### src/rtl/bound_flasher_pkg.sv
// Shared types and lamp-bar bound constants for the bound flasher.
// Imported by the controller and by anything that inspects its state.
package bound_flasher_pkg;

    typedef enum logic [2:0] {
        IDLE,
        UP15,
        DOWN5,
        UP10,
        DOWN0,
        UP5,
        DOWNF,
        KB0
    } state_t;

    localparam logic [15:0] LED_ALL  = 16'hFFFF;
    localparam logic [15:0] LED_L5   = 16'h003F;
    localparam logic [15:0] LED_L4   = 16'h001F;
    localparam logic [15:0] LED_L10  = 16'h07FF;
    localparam logic [15:0] LED_ZERO = 16'h0000;
    localparam logic [15:0] LED_ONE  = 16'h0001;

endpackage

### src/rtl/bound_flasher.sv
// Bound flasher: sweeps a thermometer lamp bar through fixed bounds.
// flick starts a sequence from idle and kicks back at lamps 5/10.
module bound_flasher
    import bound_flasher_pkg::*;
(
    input  logic        clk,
    input  logic        rst_n,
    input  logic        flick,
    output logic [15:0] led_state
);

    state_t      state;
    state_t      state_nx;
    logic [15:0] led_nx;
    logic [15:0] led_up;
    logic [15:0] led_dn;

    assign led_up = {led_state[14:0], 1'b1};
    assign led_dn = {1'b0, led_state[15:1]};

    // Next state and next lamp bar; kickback is checked before the step.
    always_comb begin
        state_nx = state;
        led_nx   = led_state;
        case (state)
            IDLE: begin
                if (flick) begin
                    led_nx   = LED_ONE;
                    state_nx = UP15;
                end else begin
                    led_nx   = LED_ZERO;
                end
            end
            UP15: begin
                if (flick && (led_state == LED_L5 ||
                              led_state == LED_L10)) begin
                    led_nx   = led_dn;
                    state_nx = KB0;
                end else begin
                    led_nx = led_up;
                    if (led_up == LED_ALL) state_nx = DOWN5;
                end
            end
            DOWN5: begin
                // Entered already at the lamp-5 bound after a kickback:
                // turn straight round into the up-sweep.
                if (led_state == LED_L4) begin
                    led_nx   = led_up;
                    state_nx = UP10;
                end else begin
                    led_nx = led_dn;
                    if (led_dn == LED_L4) state_nx = UP10;
                end
            end
            UP10: begin
                if (flick && led_state == LED_L5) begin
                    led_nx   = led_dn;
                    state_nx = DOWN5;
                end else begin
                    led_nx = led_up;
                    if (led_up == LED_L10) state_nx = DOWN0;
                end
            end
            DOWN0: begin
                if (flick && led_state == LED_L10) begin
                    led_nx   = led_dn;
                    state_nx = DOWN5;
                end else begin
                    led_nx = led_dn;
                    if (led_dn == LED_ZERO) state_nx = UP5;
                end
            end
            UP5: begin
                led_nx = led_up;
                if (led_up == LED_L5) state_nx = DOWNF;
            end
            DOWNF: begin
                led_nx = led_dn;
                if (led_dn == LED_ZERO) state_nx = IDLE;
            end
            KB0: begin
                led_nx = led_dn;
                if (led_dn == LED_ZERO) state_nx = UP15;
            end
            default: begin
                led_nx   = LED_ZERO;
                state_nx = IDLE;
            end
        endcase
    end

    // State and lamp bar registers; reset aborts any sweep at once.
    always_ff @(posedge clk or negedge rst_n) begin
        if (!rst_n) begin
            state     <= IDLE;
            led_state <= LED_ZERO;
        end else begin
            state     <= state_nx;
            led_state <= led_nx;
        end
    end

endmodule

### config.mk
export PLATFORM = sky130hd
export DESIGN_NAME = bound_flasher
export DESIGN_NICKNAME = d
export VERILOG_FILES = /design/src/rtl/bound_flasher_pkg.sv /design/src/rtl/bound_flasher.sv
export SDC_FILE = /design/constraint.sdc
export NUM_CORES = 1
export LEC_CHECK = 0
export ABC_AREA = 1
export ABC_CLOCK_PERIOD_IN_PS = 2600
export CORE_MARGIN = 3
export CORE_UTILIZATION = 40
export CTS_CLUSTER_DIAMETER = 100
export DETAILED_ROUTE_END_ITERATION = 16
export GPL_ROUTABILITY_DRIVEN = 0
export SLEW_MARGIN = 20
export SYNTH_ARGS = -nofsm -noshare
export SYNTH_HDL_FRONTEND = slang
export SYNTH_SLANG_ARGS = --single-unit
### constraint.sdc
create_clock -name clk -period 2.6 [get_ports clk]
set_input_delay 0.52 -clock clk [delete_from_list [all_inputs] [get_ports clk]]
set_output_delay 0.52 -clock clk [all_outputs]
set_load 0.03 [all_outputs]
==> results_dict.tcl <==
set metrics [dict create \
    finalPower_mw 1.19 \
    core_area_sq_mm 0.00290 \
    grt_pass1_wl_mm 5.47 \
    cts_hold_buf 0 \
    start_kind "flop" \
    std_cell_rows 19 \
    p_int_mw 0.600 \
    synth_edf_count 0 \
    antennaDiodeCount 0 \
    syn-num-nets 195 \
    drc_errors 0 \
    start_util_pct 44.1 \
    die_h_um 62.5 \
    crit_buf_inv 1 \
    p_per_area_mw_per_mm2 776 \
    antenna_found_initial 0 \
    port_buffers 18 \
    grt_use_total_pct 17.0 \
    max_slew_margin_pct 76.0 \
    worstPathArrival_ps 1540 \
    via_per_inst 5.05 \
    drive_gt1_share_pct 15.0 \
    critical_path.slowest_cell "clkdlybuf4s50_1" \
    grt_max_degree 20 \
    fill_cells 319 \
    cpPeakStageDelay_ps 720 \
    syn_area_sq_mm 0.00128 \
    boundaryPins 19 \
    crit_family "buffers and inverters" \
    fin_skew_ps 4.46 \
    swShare_pct 49.6 \
    grt_overflow 0 \
    ant_nets 0 \
    numCtsBuffers 3 \
    ys_async_sr_fraction_pct 100 \
    die_w_um 62.5 \
    fin_crit_sh_pct 79.3 \
    h-tree-depth 1 \
    ys.flop_type "dfrtp_1" \
    min_period_ps 2060 \
    dp_hpwl_mm 2.47 \
    routedWlPerCell_um 12.3 \
    synthDistinctLibCells 20 \
    setup_viol 0 \
    firstDrtPassIters 4 \
    critPathRequiredTime_ps 2080 \
    crit_chain "clkdlybuf4s50_1" \
    drt_iter0_markers 53 \
    timing.hold.ws_ps 534 \
    final_nets 218 \
    cap_violations 0 \
    cts_max_path_buffers 2 \
    report.final.slew_viol_count 0 \
    status "finished clean" \
    path_max_fanout 8 \
    yosysWarnings 0 \
    synth_seq_cells 19 \
    power_frac_comb_pct 52.3 \
    hold_viol 0 \
    synth_most_common_cell "nand2_1" \
    final_area_sq_mm 0.00154 \
    worstSkewPairLatency_ps 310 \
    cts_tree "built" \
    cp-end-kind "output port" \
    synth_cells 192 \
    cts-resized-gates 0 \
    synth.top_cell.area_share_pct 37.2 \
    power_leakage_nw 0.715 \
    grt_pass1_vias 1233 \
    post_cts_buffers 0 \
    worstMarginPinSlew_ps 358 \
    p_clk_share_pct 13.0 \
    criticalPathCategory "reg -> out" \
    seq_area_frac_synth_pct 37.2 \
    cts_num_sinks 19 \
    syn_avg_cell_area_sq_um 6.66 \
    p_seq_share_pct 34.7 \
    clkTransAtPathRegs_ps 110 \
    vias 1293 \
    yosys.area.top_type "dfrtp_1" \
    synth_common_cells "nand2_1 (51), nor2_1 (27), nand3_1 (21)" \
    routed_wl_mm 3.14 \
    cts_root_buf "clkbuf_4" \
    die_area_sq_mm 0.00391 \
    area_delta_synth_final_pct 20.1 \
    max_freq_ghz 0.485 \
    rsz0062_at_grt "no" \
    min_path_type "in -> async" \
    placed_area_sq_mm 0.00151 \
    irDropWorstVdd_v 0.000594 \
    synth.area.top_cells "dfrtp_1 (37%), nand2_1 (15%), nand3_1 (8.2%)" \
    totalNegativeSetupSlack_ps 0 \
    switchingPower_mw 0.591 \
]
[state kept, by name, summed over array words and instances (netlist names)]
| name | count |
|---|---|
| state | 3 |
| led_state | 16 |
[final timing paths]
check | slack (ps) | startpoint | to | depth (start not counted)
max in group asynchronous | 1860 | rst_n | state[2]$_DFFE_PN0P_ | 2
max | 540 | led_state[7]$_DFF_PN0_ | led_state[7] | 1
min reg2reg | 580 | led_state[0]$_DFF_PN0_ | led_state[1]$_DFF_PN0_ | 2
min in group clk | 580 | led_state[0]$_DFF_PN0_ | led_state[1]$_DFF_PN0_ | 2
max reg2reg | 840 | led_state[3]$_DFF_PN0_ | led_state[13]$_DFF_PN0_ | 10
min | 530 | rst_n | led_state[6]$_DFF_PN0_ | 2
[layer usage]
| layer | wire length, um | part of all wire (%) | track usage (%) |
|---|---|---|---|
| met5 | 0 | 0 | 0 |
| met4 | 6 | 0.19 | 1.93 |
| met3 | 188 | 6.0 | 4.14 |
| met2 | 1450 | 46 | 28.4 |
| met1 | 1490 | 47 | 23.0 |
[cells in the final DEF (no fill, tap or decap), types with 3 or more instances in the layout]
cell type        netlist  final
nand2_2                4      4
nor2_4                 3      3
nor3_2                 3      3
inv_1                 18     18
nand3_1               21     21
nand2_1               51     51
clkbuf_4               0      3
dfrtp_1               19     19
nand4_1                3      3
clkdlybuf4s50_1        0     18
o21ai_1               13     13
inv_2                  9      9
nor2_1                27     27
o21ai_0                5      5
nor2_2                 6      6
[per-stage QoR]
step	cells	setup WS, ps	utilization, %
detailed placement	252	322	52.0
global placement	252	376	52.0
global route	256	464	52.9
floorplan	192	959	-
finish	256	539	52.9
CTS	256	527	52.9
[final cells by class]
class / instances / area [sq um] / share of cell area, %
Inverter: 27 / 101 / 6.60
Multi-Input combinational cell: 145 / 691 / 45.0
Tap cell: 42 / 52.6 / 3.42
Sequential cell: 19 / 475 / 31.0
Timing Repair Buffer: 19 / 188 / 12.2
Clock buffer: 3 / 22.5 / 1.47
Clock inverter: 1 / 5.00 / 0.326
[cells by family after synthesis]
group	after synthesis	synth area share, %
buffers and inverters	28	8.81
and+or+nand+nor	123	45.0
AOI/OAI and AO/OA	22	9.00
DFF	19	37.2
[power groups by stage]
stage / Sequential, mW / Clock (mW) / Combinational (mW)
2_1_floorplan: 0.453 / 0 / 0.430
3_3_place_gp: 0.416 / 0 / 0.618
3_5_place_dp: 0.418 / 0 / 0.624
4_1_cts: 0.412 / 0.161 / 0.628
5_1_grt: 0.423 / 0.173 / 0.704
6_report: 0.413 / 0.155 / 0.623
Note: power is estimated with default switching activity, not from simulation.
